[src/rtl/tx_num_counter.sv]
// Transmit word/length sequencer: walks the 64-bit words of an outgoing frame, pads short frames,
// flags the last payload/wire word and requests FCS insertion. Optional padding: define TX_PAD_EN.
module tx_num_counter #(
    parameter int WIDTH           = 13,
    parameter int MIN_FRAME_BYTES = 60,
    parameter int MAX_FRAME_BYTES = 9600
) (
    input  logic             txclk,
    input  logic             reset,
    input  logic             start_frame,
    input  logic [15:0]      frame_len,
    input  logic             data_advance,
    output logic             busy,
    output logic             data_phase,
    output logic             pad_phase,
    output logic             fcs_req,
    output logic             last_data,
    output logic             end_frame,
    output logic [7:0]       data_mask,
    output logic [7:0]       wire_mask,
    output logic [WIDTH-1:0] word_cnt,
    output logic             len_err
);

    typedef enum logic [1:0] {
        IDLE = 2'd0,
        DATA = 2'd1,
`ifdef TX_PAD_EN
        PAD  = 2'd2,
`endif
        FCS  = 2'd3
    } state_t;

    state_t           state_q, state_d;
    logic [WIDTH-1:0] word_cnt_q, word_cnt_d;
    logic [WIDTH-1:0] dw_q, dw_d;
    logic [WIDTH-1:0] tw_q, tw_d;
    logic [2:0]       len_lo_q, len_lo_d;
    logic [2:0]       tb_lo_q, tb_lo_d;
    logic             len_err_q, len_err_d;

    logic             len_ok;
    logic [15:0]      tb_calc;
    logic [WIDTH-1:0] dw_calc;
    logic [WIDTH-1:0] tw_calc;

    assign len_ok = (frame_len != 16'd0) && (frame_len <= 16'(MAX_FRAME_BYTES));
`ifdef TX_PAD_EN
    assign tb_calc = (frame_len < 16'(MIN_FRAME_BYTES)) ? 16'(MIN_FRAME_BYTES) : frame_len;
`else
    assign tb_calc = frame_len;
`endif
    // ceil(bytes/8) without a wide adder: whole words plus one if any bytes remain
    assign dw_calc = WIDTH'(frame_len[15:3]) + WIDTH'(|frame_len[2:0]);
    assign tw_calc = WIDTH'(tb_calc[15:3]) + WIDTH'(|tb_calc[2:0]);

    always_ff @(posedge txclk) begin
        if (reset) begin
            state_q    <= IDLE;
            word_cnt_q <= '0;
            dw_q       <= '0;
            tw_q       <= '0;
            len_lo_q   <= '0;
            tb_lo_q    <= '0;
            len_err_q  <= 1'b0;
        end else begin
            state_q    <= state_d;
            word_cnt_q <= word_cnt_d;
            dw_q       <= dw_d;
            tw_q       <= tw_d;
            len_lo_q   <= len_lo_d;
            tb_lo_q    <= tb_lo_d;
            len_err_q  <= len_err_d;
        end
    end

    always_comb begin
        state_d    = state_q;
        word_cnt_d = word_cnt_q;
        dw_d       = dw_q;
        tw_d       = tw_q;
        len_lo_d   = len_lo_q;
        tb_lo_d    = tb_lo_q;
        len_err_d  = 1'b0;
        case (state_q)
            IDLE: begin
                if (start_frame) begin
                    if (len_ok) begin
                        state_d    = DATA;
                        word_cnt_d = '0;
                        dw_d       = dw_calc;
                        tw_d       = tw_calc;
                        len_lo_d   = frame_len[2:0];
                        tb_lo_d    = tb_calc[2:0];
                    end else begin
                        len_err_d = 1'b1;
                    end
                end
            end
            DATA: begin
                if (data_advance) begin
                    if (word_cnt_q == dw_q - WIDTH'(1)) begin
`ifdef TX_PAD_EN
                        if (tw_q > dw_q) begin
                            state_d    = PAD;
                            word_cnt_d = word_cnt_q + WIDTH'(1);
                        end else begin
                            state_d = FCS;
                        end
`else
                        state_d = FCS;
`endif
                    end else begin
                        word_cnt_d = word_cnt_q + WIDTH'(1);
                    end
                end
            end
`ifdef TX_PAD_EN
            PAD: begin
                if (data_advance) begin
                    if (word_cnt_q == tw_q - WIDTH'(1)) begin
                        state_d = FCS;
                    end else begin
                        word_cnt_d = word_cnt_q + WIDTH'(1);
                    end
                end
            end
`endif
            FCS: begin
                if (data_advance) begin
                    state_d    = IDLE;
                    word_cnt_d = '0;
                end
            end
            default: begin
                state_d    = IDLE;
                word_cnt_d = '0;
            end
        endcase
    end

    logic       on_wire;
    logic [7:0] data_lane_hit;
    logic [7:0] wire_lane_hit;

    assign busy       = (state_q != IDLE);
    assign data_phase = (state_q == DATA);
    assign fcs_req    = (state_q == FCS);
`ifdef TX_PAD_EN
    assign pad_phase  = (state_q == PAD);
`else
    assign pad_phase  = 1'b0;
`endif
    assign on_wire    = data_phase | pad_phase;
    assign last_data  = data_phase && (word_cnt_q == dw_q - WIDTH'(1));
    assign end_frame  = on_wire && (word_cnt_q == tw_q - WIDTH'(1));
    assign word_cnt   = word_cnt_q;
    assign len_err    = len_err_q;

    // a zero remainder means the final word is completely filled
    for (genvar gi = 0; gi < 8; gi++) begin : g_lane
        assign data_lane_hit[gi] = (len_lo_q == 3'd0) || (3'(gi) < len_lo_q);
        assign wire_lane_hit[gi] = (tb_lo_q == 3'd0) || (3'(gi) < tb_lo_q);
    end

    assign data_mask = !data_phase ? 8'h00 : (last_data ? data_lane_hit : 8'hFF);
    assign wire_mask = !on_wire    ? 8'h00 : (end_frame ? wire_lane_hit : 8'hFF);

endmodule

[config.mk]
export PLATFORM = sky130hd
export DESIGN_NAME = tx_num_counter
export DESIGN_NICKNAME = d
export VERILOG_FILES = /design/src/rtl/tx_num_counter.sv
export SDC_FILE = /design/constraint.sdc
export NUM_CORES = 1
export LEC_CHECK = 0
export ABC_AREA = 1
export CAP_MARGIN = 20
export CORE_ASPECT_RATIO = 1.4
export CORE_MARGIN = 4
export CORE_UTILIZATION = 55
export DETAILED_ROUTE_END_ITERATION = 8
export PLACE_DENSITY = 0.87
export RECOVER_POWER = 50
export SYNTH_ARGS = -nofsm -noshare
export SYNTH_HDL_FRONTEND = slang
export SYNTH_SLANG_ARGS = --single-unit
[constraint.sdc]
create_clock -name txclk -period 5.95 [get_ports txclk]
set_clock_uncertainty 0.15 [all_clocks]
set_input_delay 1.19 -clock txclk [delete_from_list [all_inputs] [get_ports txclk]]
set_output_delay 1.19 -clock txclk [all_outputs]
set_load 0.05 [all_outputs]
==> results.md <==
- # fillers: approximately 370
- Area Growth Syn to Fin: 22.2%
- Post-synthesis simple-gate area fraction: 38.4%
- Met2 WL: 3.13 mm
- Most used flip-flop cell after synthesis: dfxtp_1
- Gates resized, CTS repair: 0
- Post-synthesis compound-gate area fraction: 11.7%
- Number of cell rows: 28
- Die Y: 86.5 um
- Mapped Area: 2420 um2
- CTS max path bufs: 2
- Fin nets: 447
- Post-CTS setup buffers: 0
- TritonCTS Buffers: 5
- CTS Root Buffer Type: clkbuf_8
- CTS tree: built
- Final RePlAce weighted congestion: 0.998
- Count of unique library cells instantiated by Yosys: 34
- Tmin final: between 4000 and 5000 ps
- Clock Pin Slew Worst Setup and Hold Paths: 60 ps
- Final Max Slew Viols: 0
- Total Die Area: 5540 um2
- Core area: 4240 um2
- CP Capture Type: flip-flop
- GRT Overall Usage: 22.1%
- Max Fclk: 231 MHz
- Endpoints failing setup: 0
- CP Data Required Time: 5970 ps
- CP Launch Type: primary input
- Count of synthesis-stage warnings from yosys: 0
- Die span in x: 64.1 um
- Layout cells sized above 1: approximately 6.4%
- Drt initial violations: 174
- Post-synthesis mux area share: 0%
- Adder-Cell Fraction of Synth Area: about 2.1%
- Count of input and output buffers: 54
- Main combinational cell family by area after synthesis: simple AND/OR/NAND/NOR gates
- Htree depth: 2
- Vias per inst: 5.16
- Seq/Total Area, Yosys: 26.5%
- Global-route wire length before repair: 9.80 mm
- Post-Route WL: 5.85 mm
- N_diodes: 0
- Initial Utilization: 57.1%
- Rel. slew slack: ~23%
- Via count: 2493
- Avg Inst Size Synth: between 6 and 7 um2
- Net Count, Synth: 408
- CP Class: primary input to flip-flop
- Hold buffers post-CTS: 0
- Final Util: 69.8%
- Post-DRT Antenna Nets: 0
- Synth Area in XOR/XNOR: roughly 8.7%
- HPWL Detailed: 4.63 mm
- Arrival @ worst endpoint: 4350 ps
- Ys async rst share: 0%
- Pin count of the biggest net entering global routing: 25
- RSZ-0062 raised after global routing: no
- GRT Residual Overflow: 0
- # clock sinks: 32
- WL met1: 2.30 mm
- Maximum vdd drop: 0.243 mV
- Initial antenna violation count: 0
- Max cap viols: 0
- Mapped Cells: about 380
- Clock Latency Late Sink: approximately 280 ps
- Leak pwr: 0.00128 uW
- Number of synthesized flops with an enable pin: 0
- Worst Max-Slew Pin Slew: 1150 ps
- PD cells: approximately 320 nW/um2
- DR WL met3: 230 um
- DR DRC count: 0
- Setup TNS: 0 ps
- Register bit total from synthesis: 32
- Status: complete, no violations
- Drt pass-1 iters: 4
- DP Area: 2900 um2
- CP Max Fanout: 15
- I/O Pins: 56
- DR top layer: met4
- Hold Path Class: flip-flop to flip-flop
- Final instance area: roughly 3000 um2
- Final worst-path cycle share: between 70 and 80%
- Average wire per standard cell: 12.1 um
- Number of global-route vias before repair: 2381
- Final Hold Vio Count: 0
[stage by stage]
step | total power (uW) | cells | worst slack [ps] | hold slack, ps
floorplan | 685 | 384 | 1600 | 281
global placement | 793 | 476 | 2060 | 290
detailed placement | 800 | 476 | 2010 | 313
CTS | 956 | 483 | 1700 | 322
global route | 987 | 483 | 1310 | 342
finish | 934 | 483 | 1620 | 317
[synth_stat cells, types with 5 or more instances]
cell | number | area (um2)
a21oi_1 | 27 | 135
buf_4 | 11 | 82.6
clkbuf_1 | 5 | 18.8
dfxtp_1 | 32 | 641
inv_1 | 37 | 139
inv_2 | 7 | 26.3
nand2_1 | 90 | 338
nand3_1 | 41 | 205
nor2_1 | 42 | 158
nor2_2 | 8 | 50.1
nor3_1 | 7 | 35.0
o21ai_0 | 19 | 95.1
xnor2_1 | 8 | 70.1
xor2_1 | 16 | 140
[power breakdown]
group	total, uW	internal [uW]	switching, uW	leakage, uW
logic	533	151	383	0.000975
clock network	154	79.3	74.4	0.0000410
registers	247	230	17.1	0.000259
[logic make-up (layout without fill, tap and decap cells)]
family                   Yosys count  after routing
AND/OR/NAND/NOR                  204            204
buffers and inverters             66            105
AO/OA/AOI/OAI                     53             53
flip-flops                        32             32
XOR/XNOR                          24             24
adder cells (fa/ha/maj)            4              4
other                              1              1
[state kept, by name (all words and copies together) (netlist names)]
register,flops
len_err,1
word_cnt,13
state_q,2
tw_q,13
tb_lo_q,3
[cell usage in the layout, fill, tap and decap left out, types with 2 or more instances in the layout]
master	count
clkdlybuf4s50_1	33
dfxtp_1	32
nor3_1	7
dlygate4sd3_1	21
a21oi_1	28
xor2_1	16
inv_1	37
xnor2_1	8
nor2_1	42
nor2_4	3
nand3_1	41
nor2_2	8
clkbuf_8	5
o21ai_0	20
nor4_1	2
ha_1	4
nand2_1	91
nand3b_1	4
inv_2	7
nand4_1	2
o21ai_1	2
[critical path: stages]
cell and delay (ps):
dlygate4sd3_1 590, nor2_1 130, nand2_1 60, nor2_1 190, nor2_1 60, o21ai_0 230, nand3_1 180, a21oi_1 910
nand2_1 530, nor2_1 210, nor2_1 60
[area by class of cell]
class | instances | area [um2] | share of cell area [%]
well taps | 60 | 75.1 | 2.54
repair buffers | 54 | 541 | 18.3
inverters | 44 | 165 | 5.58
multi-input cells | 286 | 1460 | 49.3
clock inverters | 1 | 5.00 | 0.169
flip-flops and latches | 32 | 641 | 21.6
clock buffers | 6 | 72.6 | 2.45
[final timing paths]
path	startpoint	end	slack (ps)	cells past startpoint
worst min register to register	tb_lo_q[0]	tb_lo_q[0]	320	2
worst min-delay path	tb_lo_q[0]	tb_lo_q[0]	320	2
worst max-delay path	frame_len[5]	word_cnt[0]	1620	11
worst max register to register	state_q[1]	word_cnt[0]	3400	5
[routing by layer]
layer  GRT usage [%]  vias up
li1                -     1298
met1            21.4     1117
met2            43.8       63
met3            3.63       15
met4            11.0        0
met5               0        -
Note: power is estimated with default switching activity, not from simulation.
